===== config.mk =====
export PLATFORM = sky130hd
export DESIGN_NAME = stack_ctrl
export DESIGN_NICKNAME = d
export VERILOG_FILES = /design/src/rtl/stack_ctrl_pkg.sv /design/src/rtl/stack_ctrl.sv
export SDC_FILE = /design/constraint.sdc
export NUM_CORES = 1
export LEC_CHECK = 0
export ABC_AREA = 1
export BUFFER_PORTS_ARGS = -buffer_cell sky130_fd_sc_hd__buf_2
export CORE_MARGIN = 10
export CORE_UTILIZATION = 40
export DETAILED_ROUTE_END_ITERATION = 8
export PLACE_DENSITY = 0.87
export REMOVE_ABC_BUFFERS = 1
export SETUP_SLACK_MARGIN = 0.4
export SLEW_MARGIN = 20
export SYNTH_ARGS = -nofsm -noshare
export SYNTH_HDL_FRONTEND = slang
export SYNTH_SLANG_ARGS = --single-unit

===== constraint.sdc =====
create_clock -name clk -period 2.6 [get_ports clk]
set_input_delay 0.26 -clock clk [delete_from_list [all_inputs] [get_ports clk]]
set_output_delay 0.26 -clock clk [all_outputs]
set_load 0.005 [all_outputs]

===== src/rtl/stack_ctrl_pkg.sv =====
// Shared encodings for the stack sequencer: request opcodes, FSM states and stack bounds.
package stack_ctrl_pkg;

    localparam logic [15:0] STACK_TOP   = 16'h0000;
    localparam logic [15:0] STACK_LIMIT = 16'hF000;

    typedef enum logic [1:0] {
        OP_PUSH = 2'b00,
        OP_POP  = 2'b01,
        OP_CALL = 2'b10,
        OP_RET  = 2'b11
    } op_t;

    typedef enum logic [2:0] {
        ST_IDLE  = 3'd0,
        ST_DEC   = 3'd1,
        ST_WR    = 3'd2,
        ST_RD    = 3'd3,
        ST_CAP   = 3'd4,
        ST_RSP   = 3'd5,
        ST_FAULT = 3'd6
    } state_t;

    // PUSH and CALL both store a word; POP and RET both retrieve one.
    function automatic logic is_store_op(input op_t op);
        return (op == OP_PUSH) || (op == OP_CALL);
    endfunction

endpackage


===== src/rtl/stack_ctrl.sv =====
// Stack-operation sequencer driving SP strobes and the data-memory port.
// Optional overflow/underflow checking is enabled with `define STACK_CTRL_BOUNDS_EN.
module stack_ctrl
    import stack_ctrl_pkg::*;
(
    input  logic        clk,
    input  logic        rst,
    input  logic        req_valid,
    output logic        req_ready,
    input  logic [1:0]  req_op,
    input  logic [15:0] req_data,
    input  logic [15:0] req_target,
    input  logic [15:0] sp_val,
    output logic        sp_inc,
    output logic        sp_dec,
    output logic [15:0] mem_addr,
    output logic [15:0] mem_wdata,
    output logic        mem_we,
    output logic        mem_re,
    input  logic [15:0] mem_rdata,
    output logic        rsp_valid,
    output logic [15:0] rsp_data,
    output logic        rsp_fault,
    output logic        pc_load,
    output logic [15:0] pc_value,
    output logic        busy
);

    state_t      state;
    state_t      state_next;
    op_t         op_q;
    logic [15:0] data_q;
    logic [15:0] target_q;
    logic        accept;
    logic        push_full;
    logic        pop_empty;

`ifdef STACK_CTRL_BOUNDS_EN
    assign push_full = (sp_val == STACK_LIMIT);
    assign pop_empty = (sp_val == STACK_TOP);
    assign rsp_fault = (state == ST_FAULT);
`else
    assign push_full = 1'b0;
    assign pop_empty = 1'b0;
    assign rsp_fault = 1'b0;
`endif

    assign accept = req_valid && req_ready;
    assign busy   = ~req_ready;

    always_ff @(posedge clk) begin
        if (rst)
            state <= ST_IDLE;
        else
            state <= state_next;
    end

    // Request payload is only meaningful once accepted, so it carries no reset.
    always_ff @(posedge clk) begin
        if (accept) begin
            op_q     <= op_t'(req_op);
            data_q   <= req_data;
            target_q <= req_target;
        end
    end

    always_ff @(posedge clk) begin
        if (rst)
            rsp_data <= 16'h0000;
        else if (state == ST_CAP)
            rsp_data <= mem_rdata;
    end

    always_comb begin
        state_next = state;
        req_ready  = 1'b0;
        sp_inc     = 1'b0;
        sp_dec     = 1'b0;
        mem_addr   = 16'h0000;
        mem_wdata  = 16'h0000;
        mem_we     = 1'b0;
        mem_re     = 1'b0;
        rsp_valid  = 1'b0;
        pc_load    = 1'b0;
        pc_value   = 16'h0000;

        case (state)
            ST_IDLE: begin
                req_ready = 1'b1;
                if (req_valid) begin
                    if (is_store_op(op_t'(req_op)))
                        state_next = push_full ? ST_FAULT : ST_DEC;
                    else
                        state_next = pop_empty ? ST_FAULT : ST_RD;
                end
            end
            ST_DEC: begin
                sp_dec     = 1'b1;
                state_next = ST_WR;
            end
            // SP has already been decremented by the time we write (full-descending).
            ST_WR: begin
                mem_addr   = sp_val;
                mem_wdata  = data_q;
                mem_we     = 1'b1;
                rsp_valid  = 1'b1;
                if (op_q == OP_CALL) begin
                    pc_load  = 1'b1;
                    pc_value = target_q;
                end
                state_next = ST_IDLE;
            end
            ST_RD: begin
                mem_addr   = sp_val;
                mem_re     = 1'b1;
                state_next = ST_CAP;
            end
            ST_CAP: begin
                sp_inc     = 1'b1;
                state_next = ST_RSP;
            end
            ST_RSP: begin
                rsp_valid  = 1'b1;
                if (op_q == OP_RET) begin
                    pc_load  = 1'b1;
                    pc_value = rsp_data;
                end
                state_next = ST_IDLE;
            end
            ST_FAULT: begin
                rsp_valid  = 1'b1;
                state_next = ST_IDLE;
            end
            default: state_next = ST_IDLE;
        endcase
    end

endmodule


======== After elaboration in Yosys (flattened, before gate mapping) ========
Index checks and enable logic that the tools add are counted.
cells by class
  equality and inequality tests ........... 10
  bitwise logic cells ..................... 1
  multiplexer cells ....................... 17
  reduce and logical (&&, ||, !) cells .... 6
operators with widths
  cell                                                                   number
  16-bit two-way mux                                                     4
  16-bit case mux with 2 select lines                                    1
  3-bit case mux with 4 select lines                                     1
  3-bit equality test, second input constant                             3
  1-bit two-way mux                                                      8
  2-bit equality test, second input constant                             3
  3-bit by 2-bit equality test with 1-bit output, second input constant  2
  3-bit by 1-bit equality test with 1-bit output, second input constant  1
  3-bit logical NOT                                                      1
  3-bit two-way mux                                                      1
  3-bit OR reduction                                                     1
  2-bit logical NOT                                                      1
  2-bit two-way mux                                                      1
  2-bit != test, second input constant                                   1
  1-bit case mux with 2 select lines                                     1
  2-bit OR reduction                                                     1
  1-bit logical AND                                                      1
  1-bit logical OR                                                       1
  1-bit inverter                                                         1
word-level totals
  flip-flop bits (word level) ............. 53
  output and inout port bits .............. 73

======== Depth between registers and ports, before layout ========
  depth after elaboration ................. 5
  mapped depth ............................ 7
  gate-level depth less buffers ........... 5

======== Worst setup path before layout ========
Ideal clock, no wire load.
  kind .................................... reg-to-reg
  start ................................... register state[0]
  end ..................................... register data_q[0], enable pin
  arrival time ............................ 2.285 ns
  setup slack ............................. -0.111 ns
  clock period less this slack ............ 2.711 ns
  required time ........................... 2.175 ns
  path buffers ............................ 1
  library setup time ...................... 0.425 ns
  stages on the path, launching flop included .. 5
  cell sequence ........................... dfxtp_1 -> nor2_4 -> buf_4 -> nand2_1 -> nor2_1
between the ends
  longest elaborated chain between the ends .. 3
RTL lines
  what                      line              text
  start: declaration        stack_ctrl.sv:29  state_t state;
  start signal: assignment  stack_ctrl.sv:55  state <= state_next;
  3-bit logical NOT         stack_ctrl.sv:87  case (state)
  1-bit two-way mux         stack_ctrl.sv:87
  1-bit logical AND         stack_ctrl.sv:48  assign accept = req_valid && req_ready;
  net accept                stack_ctrl.sv:34  logic accept;
  end signal: assignment    stack_ctrl.sv:62  data_q <= req_data;
  end: declaration          stack_ctrl.sv:32  logic [15:0] data_q;
The timed path passes the listed nets, and every way through them passes these cells.
A chain may end at the register's enable or synchronous reset.

======== Worst setup path in the final report ========
  start ................................... register state[0]
  end ..................................... output port mem_addr[1]
between the ends
  longest elaborated chain between the ends .. 3
  elaborated cells between the ends (all ways) .. 4
  those cells by class .................... 2 x eq/ne; 1 x mux; 1 x reduce/logical
RTL lines
  what                                            line              text
  3-bit by 2-bit equality test with 1-bit output  stack_ctrl.sv:87
  2-bit OR reduction (no line) (*)                -
  16-bit two-way mux (*)                          stack_ctrl.sv:87
  end: declaration                                stack_ctrl.sv:16  output logic [15:0] mem_addr,
Every way passes the cells marked *; elsewhere a longest branch is shown, timed or not.

==> metrics.cfg <==
[global_routing]
antenna_found_initial = 0
grt_pass1_vias = 2529
grt_overflow = 0
grt_first_pass_wirelength_um = 12000
grt_max_degree = 36
grt.total_usage_pct = 14.5

[setup_path]
cp-start-kind = flop
worstPathRequired_ns = 2.34
critPathCaptureType = primary output
crit_arrival_ns = 1.74
critPathMaxFanout = 33
path_class = flop to primary output

[synth]
synth.distinct_cells = 24
synth_warnings = 0
ys_seq_elements = 53
synth_top_area_share_pct = 39.5
netlist.top_cell.by_area = edfxtp_1
syn_area_per_cell_um2 = 7.86
syn_area_um2 = 2590
synthCells = 329
synth-seq-area-share_pct = 54.2
yosys-top-cells-area = edfxtp_1 39%, dfxtp_1 15%, inv_1 10%

[cells_and_area]
final_area_um2 = 3400
finalNetCount = 532
layout-drive-gt1-share_pct = 35.3
fillers = 628
synthToLayoutAreaGrowth_pct = 31.6
final_core_util_pct = 53.9
n_antenna_cell = 0

[clock_tree]
clock_sinks = 53
clock_path_buffers = 2
cts_tree = yes
cts_resized = 0
postCtsSetupBuffers = 0
htreeDepth = 2
ctsRootBufferMaster = clkbuf_8
insertion_delay_ns = 0.30
numCtsBuffers = 5
cts.hold.buffers_added = 0
clk_pin_slew_ns = 0.10

[die]
die_area_um2 = 10100
die_h_um = 100
rows = 29
ios = 142
core_area_um2 = 6310
start_util_pct = 41.0
die_x_um = 100

[timing]
worst_slack_ns = 0.599
setup_violations = 0
tns_ns = 0
rsz0062_at_grt = false
hold_viol = 0
finClkSkew_ns = 0.00709
period_share_pct = 76.9
fmax_ghz = 0.500
slew_headroom_pct = 58.2
min_period_ns = 2.00
worstMarginPinSlew_ns = 0.626
final-max-slew-violation-count = 0

[run_status]
status = complete, no violations

[power_and_ir_drop]
peakVddDrop_mv = 0.304
pwr_density_cell_nw_per_um2 = 533
cellLeakagePower_nw = 1.80

[place]
port-buffer-count = 140
dpl.hpwl_um = 5990
place_area_um2 = 3320
place.gp.congestion = 0.834
dp_slack_ns = 0.892

[detailed_routing]
drc = 0
firstDrtPassIters = 4
viasPerCell = 4.55
drt-wirelength-per-cell_um = 14.0
drt_wl_total_um = 7560
num_vias = 2460
drt_iter0_markers = 91
ant_nets = 0

[min_path]
hold_class = primary input to flop

[flow_run]
drv_cap = 0

placed cells by master (no fill, tap or decap), drive strengths merged, types with 6 or more instances in the layout:
cell	n
nand2	57
nand3	20
o21ai	17
clkbuf	6
nor2	71
dfxtp	19
inv	76
buf	143
a21oi	17
edfxtp	34
path summary, 6_finish.rpt:
check / startpoint / depth (start not counted) / slack, ns / end
setup / recovery: state[0] / 6 / 0.60 / mem_addr[1]
hold / removal: req_data[3] / 1 / 0.12 / data_q[3]
setup reg to reg: state[0] / 4 / 0.97 / target_q[7]
hold reg to reg: rsp_data[14] / 2 / 0.51 / rsp_data[14]
report_power, final:
| group | switching [mW] | leakage (nW) | internal, mW |
|---|---|---|---|
| sequential | 0.0294 | 0.476 | 0.972 |
| combinational | 0.223 | 1.28 | 0.135 |
| clock | 0.265 | 0.0417 | 0.192 |
logic make-up (layout without fill, tap and decap cells):
family | count (synthesis) | after routing | share of synthesized area (%)
compound gates | 35 | 35 | 6.87
buf+inv | 92 | 227 | 14.7
flops | 53 | 53 | 54.2
other cells | 1 | 1 | 0.145
simple gates | 148 | 148 | 24.1
area by class of cell:
| cell class | count | area [um^2] | share of cell area, % |
|---|---|---|---|
| multi-input combinational | 184 | 812 | 23.9 |
| inverter | 76 | 285 | 8.38 |
| timing repair buffer | 143 | 723 | 21.2 |
| clock buffer | 6 | 72.6 | 2.13 |
| tap | 77 | 96.3 | 2.83 |
| clock inverter | 2 | 13.8 | 0.404 |
| sequential | 53 | 1400 | 41.2 |
critical path: stages (launching register included):
cell and delay, ns:
dfxtp_1 0.52, inv_2 0.09, nand3_4 0.32, nand2_2 0.08
inv_2 0.22, nor2_1 0.07, buf_2 0.13
registers in the layout, summed over array words and instances, names as in the netlist:
register  flops
rsp_data     16
target_q     16
state         3
data_q       16
op_q          2
metrics by stage:
stage	total power [mW]	hold WS (ns)	instances
after floorplan	1.20	0.329	313
after global placement	1.37	0.437	533
after detailed placement	1.39	0.438	533
after CTS	1.84	0.114	541
after global routing	1.93	0.102	541
final	1.82	0.123	541
cell usage after synthesis, drive strengths merged:
| master | instances |
|---|---|
| inv | 75 |
| nor2 | 71 |
| nand2 | 57 |
| edfxtp | 34 |
| nand3 | 20 |
| dfxtp | 19 |
| a21oi | 17 |
| o21ai | 17 |
| buf | 14 |
| clkbuf | 2 |
| clkinv | 1 |
| conb | 1 |
| o211ai | 1 |
metal layers:
metal | up-vias | global-route usage (%) | wire length [um] | part of all wire [%]
met1 | 1090 | 15.9 | 3080 | 41
met4 | 0 | 3.15 | 15 | 0.20
met2 | 112 | 24.3 | 3460 | 46
met5 | - | 0 | 0 | 0
met3 | 2 | 7.83 | 997 | 13
li1 | 1256 | - | - | -
No activity file was read; power rests on OpenSTA's default activity.
